--- config.mk ---
export PLATFORM = sky130hd
export DESIGN_NAME = systolic_row_feeder
export DESIGN_NICKNAME = d
export VERILOG_FILES = /design/src/rtl/systolic_pkg.sv /design/src/rtl/systolic_feeder_lane.sv /design/src/rtl/systolic_row_feeder.sv
export SDC_FILE = /design/constraint.sdc
export NUM_CORES = 1
export LEC_CHECK = 0
export CORE_AREA = 2 2 244 246
export DETAILED_ROUTE_END_ITERATION = 8
export DIE_AREA = 0 0 246 248
export PLACE_DENSITY_LB_ADDON = 0.2
export SYNTH_ARGS = -nofsm -noshare
export SYNTH_HDL_FRONTEND = slang
export SYNTH_SLANG_ARGS = --single-unit
--- constraint.sdc ---
create_clock -name CLK -period 5.4 [get_ports CLK]
set_clock_uncertainty 0.1 [all_clocks]
set_input_delay 0.54 -clock CLK [delete_from_list [all_inputs] [get_ports CLK]]
set_output_delay 0.54 -clock CLK [all_outputs]
set_load 0.01 [all_outputs]
--- src/rtl/systolic_pkg.sv ---
// Shared sizing and FSM encoding for the systolic array feeder, the row FIFOs and the PE array.
package systolic_pkg;
    localparam int ROWS      = 32;
    localparam int ROWS_LOG2 = 5;
    localparam int BWIDTH    = 8;
    localparam int KW        = 8;
    localparam int CW        = 9;

    typedef enum logic [1:0] {
        ST_IDLE = 2'd0,
        ST_RUN  = 2'd1,
        ST_DONE = 2'd2
    } feeder_state_e;
endpackage

--- src/rtl/systolic_feeder_lane.sv ---
// One row of the skewing feeder: decides whether its row is due at schedule step t and
// holds the registered operand/valid pair presented to the west edge of that PE row.
module systolic_feeder_lane
    import systolic_pkg::*;
#(
    parameter int ROW = 0
) (
    input  logic              clk_i,
    input  logic              rst_ni,
    input  logic              run_i,
    input  logic [CW-1:0]     t_i,
    input  logic [KW-1:0]     k_len_i,
    input  logic              advance_i,
    input  logic              clear_i,
    input  logic [BWIDTH-1:0] dout_i,
    output logic              due_o,
    output logic [BWIDTH-1:0] pe_a_o,
    output logic              pe_valid_o
);
    localparam logic [CW-1:0] ROW_C = CW'(ROW);

    logic [CW-1:0]     end_excl;
    logic [BWIDTH-1:0] pe_a_q, pe_a_d;
    logic              pe_valid_q, pe_valid_d;

    // Row window is [ROW, ROW+K_LEN-1]; CW holds ROW+K_LEN without wrapping.
    assign end_excl = ROW_C + CW'(k_len_i);
    assign due_o    = run_i && (t_i >= ROW_C) && (t_i < end_excl);

    always_comb begin
        pe_a_d     = pe_a_q;
        pe_valid_d = pe_valid_q;
        if (clear_i) begin
            pe_a_d     = '0;
            pe_valid_d = 1'b0;
        end else if (advance_i) begin
            pe_a_d     = due_o ? dout_i : '0;
            pe_valid_d = due_o;
        end
    end

    always_ff @(posedge clk_i or negedge rst_ni) begin
        if (!rst_ni) begin
            pe_a_q     <= '0;
            pe_valid_q <= 1'b0;
        end else begin
            pe_a_q     <= pe_a_d;
            pe_valid_q <= pe_valid_d;
        end
    end

    assign pe_a_o     = pe_a_q;
    assign pe_valid_o = pe_valid_q;
endmodule

--- src/rtl/systolic_row_feeder.sv ---
// Skewing feeder: pops each row FIFO K_LEN times with row r lagging row 0 by r steps,
// stalling every row together whenever any due row's FIFO is empty.
module systolic_row_feeder
    import systolic_pkg::*;
(
    input  logic                   CLK,
    input  logic                   RSTn,
    input  logic                   START,
    input  logic [KW-1:0]          K_LEN,
    input  logic [ROWS-1:0]        FIFO_EMPTY,
    input  logic [ROWS*BWIDTH-1:0] FIFO_DOUT,
    output logic [ROWS-1:0]        FIFO_POPE,
    output logic [ROWS*BWIDTH-1:0] PE_A,
    output logic [ROWS-1:0]        PE_VALID,
    output logic                   ARRAY_EN,
    output logic                   BUSY,
    output logic                   DONE,
    output feeder_state_e          DBG_STATE
);
    localparam logic [CW-1:0] LAST_T_BASE = CW'(ROWS - 2);

    feeder_state_e   state_q;
    logic [CW-1:0]   t_q;
    logic [KW-1:0]   k_q;
    logic            array_en_q;

    logic            run;
    logic            clear;
    logic            stall;
    logic            advance;
    logic            last_t;
    logic [ROWS-1:0] due;

    assign run     = (state_q == ST_RUN);
    assign clear   = (state_q == ST_DONE);
    assign stall   = |(due & FIFO_EMPTY);
    assign advance = run && !stall;
    assign last_t  = (t_q == (CW'(k_q) + LAST_T_BASE));

    // Pops only on an advance, so a due row with an empty FIFO blocks all pops.
    assign FIFO_POPE = advance ? due : '0;

    for (genvar r = 0; r < ROWS; r++) begin : g_lane
        systolic_feeder_lane #(.ROW(r)) u_lane (
            .clk_i      (CLK),
            .rst_ni     (RSTn),
            .run_i      (run),
            .t_i        (t_q),
            .k_len_i    (k_q),
            .advance_i  (advance),
            .clear_i    (clear),
            .dout_i     (FIFO_DOUT[r*BWIDTH +: BWIDTH]),
            .due_o      (due[r]),
            .pe_a_o     (PE_A[r*BWIDTH +: BWIDTH]),
            .pe_valid_o (PE_VALID[r])
        );
    end

    always_ff @(posedge CLK or negedge RSTn) begin
        if (!RSTn) begin
            state_q    <= ST_IDLE;
            t_q        <= '0;
            k_q        <= '0;
            array_en_q <= 1'b0;
        end else begin
            case (state_q)
                ST_IDLE: begin
                    array_en_q <= 1'b0;
                    if (START) begin
                        k_q     <= K_LEN;
                        t_q     <= '0;
                        state_q <= (K_LEN == '0) ? ST_DONE : ST_RUN;
                    end
                end
                ST_RUN: begin
                    array_en_q <= advance;
                    if (advance) begin
                        t_q <= t_q + 1'b1;
                        if (last_t) state_q <= ST_DONE;
                    end
                end
                ST_DONE: begin
                    array_en_q <= 1'b0;
                    state_q    <= ST_IDLE;
                end
                default: begin
                    array_en_q <= 1'b0;
                    state_q    <= ST_IDLE;
                end
            endcase
        end
    end

    assign ARRAY_EN  = array_en_q;
    assign BUSY      = (state_q != ST_IDLE);
    assign DONE      = (state_q == ST_DONE);
    assign DBG_STATE = state_q;
endmodule

==> results of run 1 <==
## cell type report
class,instances,area share
diodes,7,0.000571
clock buffers,56,0.0365
clock inverters,13,0.00534
inverters,63,0.00799
multi-input cells,1752,0.407
flip-flops and latches,308,0.251
well taps,773,0.0315
repair buffers,831,0.259
## final timing paths
kind,startpoint,end,slack [ns],cells past startpoint
setup / recovery,k_q[2],FIFO_POPE[9],0.12,19
hold / removal,g_lane[0].u_lane.pe_valid_o,g_lane[0].u_lane.pe_valid_o,0.38,1
setup reg to reg,k_q[2],g_lane[1].u_lane.pe_a_o[2],0.35,21
hold reg to reg,g_lane[0].u_lane.pe_valid_o,g_lane[0].u_lane.pe_valid_o,0.38,1
max in group asynchronous,RSTn,g_lane[28].u_lane.pe_a_o[4],3.60,3
min in group asynchronous,RSTn,k_q[1],0.49,2
## cell families after synthesis
family,after synthesis,share of synthesized area
AND/OR/NAND/NOR,784,0.173
AO/OA/AOI/OAI,467,0.139
flip-flops,308,0.368
buffers and inverters,251,0.0600
adder cells (fa/ha/maj),217,0.130
multiplexers,170,0.0835
XOR/XNOR,114,0.0477
## timing repair
| item | in CTS | in global routing |
|---|---|---|
| hold buffers | 1 | 0 |
| gates cloned | 3 | 2 |
| endpoints found under the hold margin | 91 | 0 |
| pin swaps | 13 | 33 |
| endpoints found under the setup margin | 32 | 32 |
| gates resized for setup | 118 | 85 |
| setup buffers | 20 | 10 |
## state kept, by name (all words and copies together), names as in the netlist
| register | count |
|---|---|
| g_lane.u_lane.pe_a_o | 256 |
| ARRAY_EN | 1 |
| g_lane.u_lane.pe_valid_o | 32 |
| t_q | 9 |
| DBG_STATE | 2 |
| k_q | 8 |
## where the power goes
part / switching [mW] / leakage [nW] / internal, mW
clock network: 1.08 / 0.624 / 1.55
registers: 0.389 / 3.75 / 2.87
logic: 6.89 / 10.8 / 4.85
## routing by layer
layer / global-route usage / up-vias / routed length [um]
li1: - / 9513 / -
met1: 0.436 / 10400 / 42800
met2: 0.516 / 990 / 47600
met3: 0.0801 / 184 / 9570
met4: 0.116 / 6 / 3620
met5: 0 / - / 38
## layout by cell type (no fill, tap or decap), types with 10 or more instances in the layout
cell	count
clkdlybuf4s50_1	590
nand2_1	467
dfrtp_1	306
ha_1	208
buf_4	184
mux2i_1	159
o21ai_0	122
a21oi_1	113
xnor2_1	104
nand4_1	98
nor2_1	63
inv_1	55
a21o_1	46
clkbuf_16	40
and3_1	33
o21ai_1	30
nand3_1	21
a211oi_1	21
o211ai_1	19
a21oi_2	17
and4_1	16
nor2b_1	15
clkbuf_2	15
buf_12	14
nor3_1	11
nand2b_1	10
## through the flow
stage	area, um2	setup TNS, ns
2_1_floorplan	21000	0
3_3_place_gp	28700	0
3_5_place_dp	28700	0
4_1_cts	30500	-0.146
5_1_grt	30700	-0.299
6_report	30700	0
## critical path: stages (launching register included)
cell             delay (ns)
dfrtp_1                0.40
buf_4                  0.15
buf_8                  0.15
ha_1                   0.21
a21o_1                 0.22
a21oi_2                0.21
nor2_1                 0.08
xnor2_1                0.12
ha_1                   0.32
and4_4                 0.26
nand2_1                0.09
a21oi_1                0.16
nor4_2                 0.08
a22o_1                 0.26
a2111oi_4              0.37
and3_4                 0.27
buf_12                 0.10
buf_12                 0.13
and3_4                 0.22
clkdlybuf4s15_2        0.24
==> flow_summary_export.csv, run 1 <==
group,metric,value,unit
die,die_w,246,um
synthesis,synth.distinct_cells,76,
timing,setup_ws,0.115,ns
routing,wirelength,104000,um
timing,slew_headroom,0.190,
routing,routed_via_density,5.54,
synthesis,synthCells,2311,
synthesis,synthTopCellsByCount,"468 x nand2_1, 308 x dfrtp_1, 217 x ha_1",
synthesis,synth_top_cell_area_share,0.368,
worst_setup_path,required,4.76,ns
routing,first_iter_violations,1927,
clocking,clk_latency,0.57,ns
die,die_height,248,um
clocking,ctsLongestPathBuffers,3,
global_routing,antenna_found_initial,10,
timing,setup_viol,0,
synthesis,netlist_area,0.0210,mm2
place,routabilityCongestion,0.999,
clocking,cts_htree_levels,2,
place,preCtsSetupSlack,0.104,ns
timing,fmax,189,MHz
synthesis,synth_edf_count,0,
global_routing,grt_overflow_total,0,
global_routing,grt_usage,0.327,
timing,finalHoldViolCount,0,
place,port_buffers,623,
routing,drcViolationCount,0,
die,io_pins,624,
die,dieArea,0.0610,mm2
synthesis,ys_seq_area_frac,0.368,
worst_setup_path,end_kind,"primary output",
layout,drive_above_1_share,0.135,
die,rows,89,
power_and_ir_drop,powerDensity,575,mW/mm2
power_and_ir_drop,power.leakage,15.2,nW
layout,multi_input_area,0.0125,mm2
synthesis,avgSynthCellArea,9.07,um2
timing,period_needed,5.28,ns
worst_setup_path,cp_max_fo,17,
synthesis,synth_ff_type,"dfrtp_1",
synthesis,ys_warn_count,0,
clocking,numCtsBuffers,39,
global_routing,grt_max_degree,164,
timing,hold_slack,0.378,ns
hold_path,hold_class,"reg2reg",
layout,n_fill_cell,5434,
worst_setup_path,crit_type,"reg2out",
place,dp.final_hpwl,78400,um
synthesis,syn_nets,2827,
flow_run,maxCapViolations,0,
layout,regArea,0.00771,mm2
power_and_ir_drop,p_total,17.6,mW
global_routing,grt_pass1_wl,146000,um
die,initial_core_util,0.358,
synthesis,ys_ff_latch,308,
clocking,cts_sinks,308,
routing,drt_first_pass_iters,8,
clocking,cts.clk_slew.worst_paths,0.05,ns
synthesis,synth_top_area_cell,"dfrtp_1",
synthesis,synth_area_leaders,"dfrtp_1 37%, ha_1 13%, nand2_1 8.4%",
layout,instances_no_fill,3803,
timing,drv_slew,0,
global_routing,grt_pass1_vias,20700,
die,core-area,0.0585,mm2
layout,final_util,0.525,
worst_setup_path,arrival,4.64,ns
clocking,cts_root_buf,"clkbuf_16",
routing,routedWlPerCell,27.3,um
status,status,"complete, no violations",
synthesis,synthArstFlopShare,1.00,
layout,nNetsFinal,3511,
routing,vias,21100,
timing,worstMarginPinSlew,1.21,ns
place,placed_cells,3692,
routing,ant_nets,0,
worst_setup_path,worst_setup_path_start_kind,"flip-flop",
layout,area_growth,46.5,%
clocking,tritoncts,"yes",
synthesis,synthMostInstantiatedCell,"nand2_1",
timing,rsz0062_at_grt,"true",
timing,period_share,0.979,
power_and_ir_drop,ir_drop,0.000307,V
Power figures use the tool's default switching activity.
==> run 2, diff against run 1 <==
--- a/config.mk
+++ b/config.mk
@@ -5,9 +5,10 @@
 export SDC_FILE = /design/constraint.sdc
 export NUM_CORES = 1
 export LEC_CHECK = 0
-export CORE_AREA = 2 2 244 246
+export ABC_AREA = 1
+export CORE_AREA = 2 2 240 242
 export DETAILED_ROUTE_END_ITERATION = 8
-export DIE_AREA = 0 0 246 248
+export DIE_AREA = 0 0 242 244
 export PLACE_DENSITY_LB_ADDON = 0.2
 export SYNTH_ARGS = -nofsm -noshare
 export SYNTH_HDL_FRONTEND = slang
==> run 2 against run 1 <==
Global-route usage shrank 0.53 points. Design area rose by 3.3%. Via count is 14% higher. Critical path depth is 2 higher. Setup slack better by 0.066 ns. Sequential cell count unchanged. Highest routed layer unchanged.
==> flow_summary_export.csv, run 2 <==
group,metric,value,unit
layout,area_growth,38.9,%
die,initial_core_util,0.407,
hold_path,min_from,"g_lane[20].u_lane.pe_valid_o",
clocking,cts_sinks,308,
place,preCtsSetupSlack,0.277,ns
global_routing,grt_pass1_wl,145000,um
clocking,cts.clk_slew.worst_paths,0.06,ns
worst_setup_path,reg2reg_from,"k_q[4]",
routing,wirelength,98700,um
worst_setup_path,crit_type,"reg2out",
clocking,numCtsBuffers,38,
place,port_buffers,623,
routing,ant_nets,0,
clocking,tritoncts,"yes",
worst_setup_path,end_kind,"primary output",
hold_path,hold_class,"reg2reg",
worst_setup_path,worst_setup_path_start_kind,"flip-flop",
power_and_ir_drop,powerDensity,486,mW/mm2
synthesis,ys_warn_count,0,
synthesis,synthArstFlopShare,1.00,
die,core-area,0.0562,mm2
timing,setup_viol,0,
place,dp.final_hpwl,73900,um
die,io_pins,624,
routing,routed_via_density,5.05,
synthesis,netlist_area,0.0228,mm2
worst_setup_path,arrival,4.58,ns
die,die_w,242,um
synthesis,synth_area_leaders,"dfrtp_1 34%, nand2_1 17%, ha_1 12%",
routing,drcViolationCount,0,
timing,finalHoldViolCount,0,
status,status,"complete, no violations",
global_routing,grt_usage,0.322,
global_routing,grt_overflow_total,0,
timing,fmax,192,MHz
routing,routedWlPerCell,20.7,um
worst_setup_path,r2r_slack,0.67,ns
synthesis,ys_ff_latch,308,
die,die_height,244,um
die,dieArea,0.0590,mm2
place,routabilityCongestion,1.01,
synthesis,synth.distinct_cells,33,
layout,drive_above_1_share,0.0582,
synthesis,ys_seq_area_frac,0.338,
timing,drv_slew,0,
die,rows,87,
worst_setup_path,ff2ff_path_depth,24,
timing,worstMarginPinSlew,1.00,ns
layout,nNetsFinal,4491,
flow_run,maxCapViolations,0,
routing,first_iter_violations,2135,
worst_setup_path,timing.rr.end,"t_q[2]",
power_and_ir_drop,power.leakage,18.1,nW
timing,period_share,0.966,
timing,slew_headroom,0.332,
synthesis,synth_ff_type,"dfrtp_1",
worst_setup_path,cp_max_fo,19,
timing,setup_ws,0.182,ns
power_and_ir_drop,ir_drop,0.000230,V
global_routing,grt_max_degree,143,
clocking,cts_htree_levels,2,
synthesis,syn_nets,3875,
routing,drt_first_pass_iters,6,
global_routing,antenna_found_initial,11,
layout,largest_reg_flops,256,
timing,period_needed,5.22,ns
synthesis,synthTopCellsByCount,"1018 x nand2_1, 473 x inv_1, 464 x nor2_1",
synthesis,synth_edf_count,0,
layout,final_util,0.565,
routing,vias,24000,
layout,final_cell_mix,"1015 x nand2_1, 594 x clkdlybuf4s50_1, 467 x inv_1",
synthesis,synth_top_cell_area_share,0.338,
synthesis,synthMostInstantiatedCell,"nand2_1",
synthesis,synth_top_area_cell,"dfrtp_1",
synthesis,synthCells,3359,
hold_path,hold-path-cell-count,2,
layout,final_common_cell,"nand2_1",
global_routing,grt_pass1_vias,22500,
hold_path,worstHoldEndpoint,"g_lane[20].u_lane.pe_valid_o",
synthesis,avgSynthCellArea,6.80,um2
worst_setup_path,required,4.76,ns
clocking,ctsLongestPathBuffers,3,
clocking,clk_latency,0.58,ns
clocking,cts_root_buf,"clkbuf_16",
[run 2: cell count changes after synthesis, moves of 104 or more]
cell,before,now
inv_1,59,473
nor2_1,66,464
xnor2_1,109,5
mux2i_1,159,0
nand2_1,468,1018
nand3_1,24,390
[run 2: cell type report]
cell class                      count  area, um2
Inverter                          478       1820
Antenna cell                        7       17.5
Clock buffer                       52       1120
Fill cell                        5478      24500
Sequential cell                   308       7710
Clock inverter                     16        215
Tap cell                          756        946
Multi-Input combinational cell   2413      12500
Timing Repair Buffer              736       7340
[run 2: worst max-delay path by stage]
| stage | startpoint | endpoint | slack [ns] | cells after the start |
|---|---|---|---|---|
| 2_1_floorplan | k_q[4] | FIFO_POPE[11] | 1.12 | 23 |
| 3_3_place_gp | k_q[1] | FIFO_POPE[4] | 0.33 | 23 |
| 3_5_place_dp | k_q[1] | FIFO_POPE[4] | 0.28 | 23 |
| 4_1_cts | k_q[4] | FIFO_POPE[21] | 0.004 | 19 |
| 5_1_grt | k_q[2] | FIFO_POPE[24] | -0.01 | 22 |
| 6_report | k_q[0] | FIFO_POPE[30] | 0.18 | 21 |
[run 2: per-stage QoR]
step / area, um2 / cells / power, mW / hold WS, ns / setup TNS (ns)
floorplan: 22800 / 3359 / 8.54 / 0.144 / 0
global placement: 29900 / 4669 / 12.1 / 0.387 / 0
detailed placement: 29900 / 4669 / 12.1 / 0.392 / 0
CTS: 31300 / 4738 / 15.0 / 0.406 / 0
global route: 31700 / 4764 / 16.4 / 0.424 / -0.0318
finish: 31700 / 4766 / 15.4 / 0.401 / 0
[run 2: kinds of logic (layout without fill, tap and decap cells)]
| family | after synthesis | in the layout | synth area share |
|---|---|---|---|
| XOR/XNOR | 100 | 100 | 0.0384 |
| flip-flops | 308 | 308 | 0.338 |
| AND/OR/NAND/NOR | 1943 | 1943 | 0.349 |
| adder cells (fa/ha/maj) | 217 | 217 | 0.119 |
| buffers and inverters | 638 | 1282 | 0.121 |
| other | 0 | 7 | 0 |
| AO/OA/AOI/OAI | 153 | 153 | 0.0357 |
[run 2: per-layer routing]
layer,wire length [um],vias up,part of all wire,global-route usage
li1,-,11600,-,-
met1,40100,11200,0.41,0.416
met2,45500,1037,0.46,0.518
met3,8610,193,0.087,0.0725
met4,4540,6,0.046,0.142
met5,40,-,0.00041,0
[run 2: where the power goes]
group / total, mW / internal [mW] / switching [mW] / leakage [nW]
sequential: 3.09 / 2.76 / 0.336 / 4.22
clock: 2.78 / 1.66 / 1.12 / 0.660
combinational: 9.52 / 3.44 / 6.08 / 13.2
[run 2: what timing repair did]
| action | 4_1_cts | 5_1_grt |
|---|---|---|
| pin swaps | 0 | 5 |
| resized for setup | 19 | 74 |
| setup endpoints to repair | 32 | 32 |
| endpoints found under the hold margin | 99 | 0 |
| gates cloned | 0 | 4 |
| hold buffers | 1 | 0 |
| buffers inserted | 0 | 17 |
[run 2: critical path, stage by stage (launching register included)]
cell,delay (ns)
dfrtp_1,0.40
buf_4,0.19
ha_1,0.26
inv_1,0.25
o21ai_0,0.14
buf_4,0.18
xor2_1,0.17
ha_1,0.31
nand2_1,0.05
inv_1,0.04
nand3_1,0.07
nand2_1,0.21
nand2_1,0.11
nand4_1,0.10
nand2_1,0.07
nor2_1,0.13
nand2_1,0.13
nor2_4,0.16
nand3_4,0.13
buf_16,0.21
nor2_1,0.10
clkdlybuf4s50_1,0.56
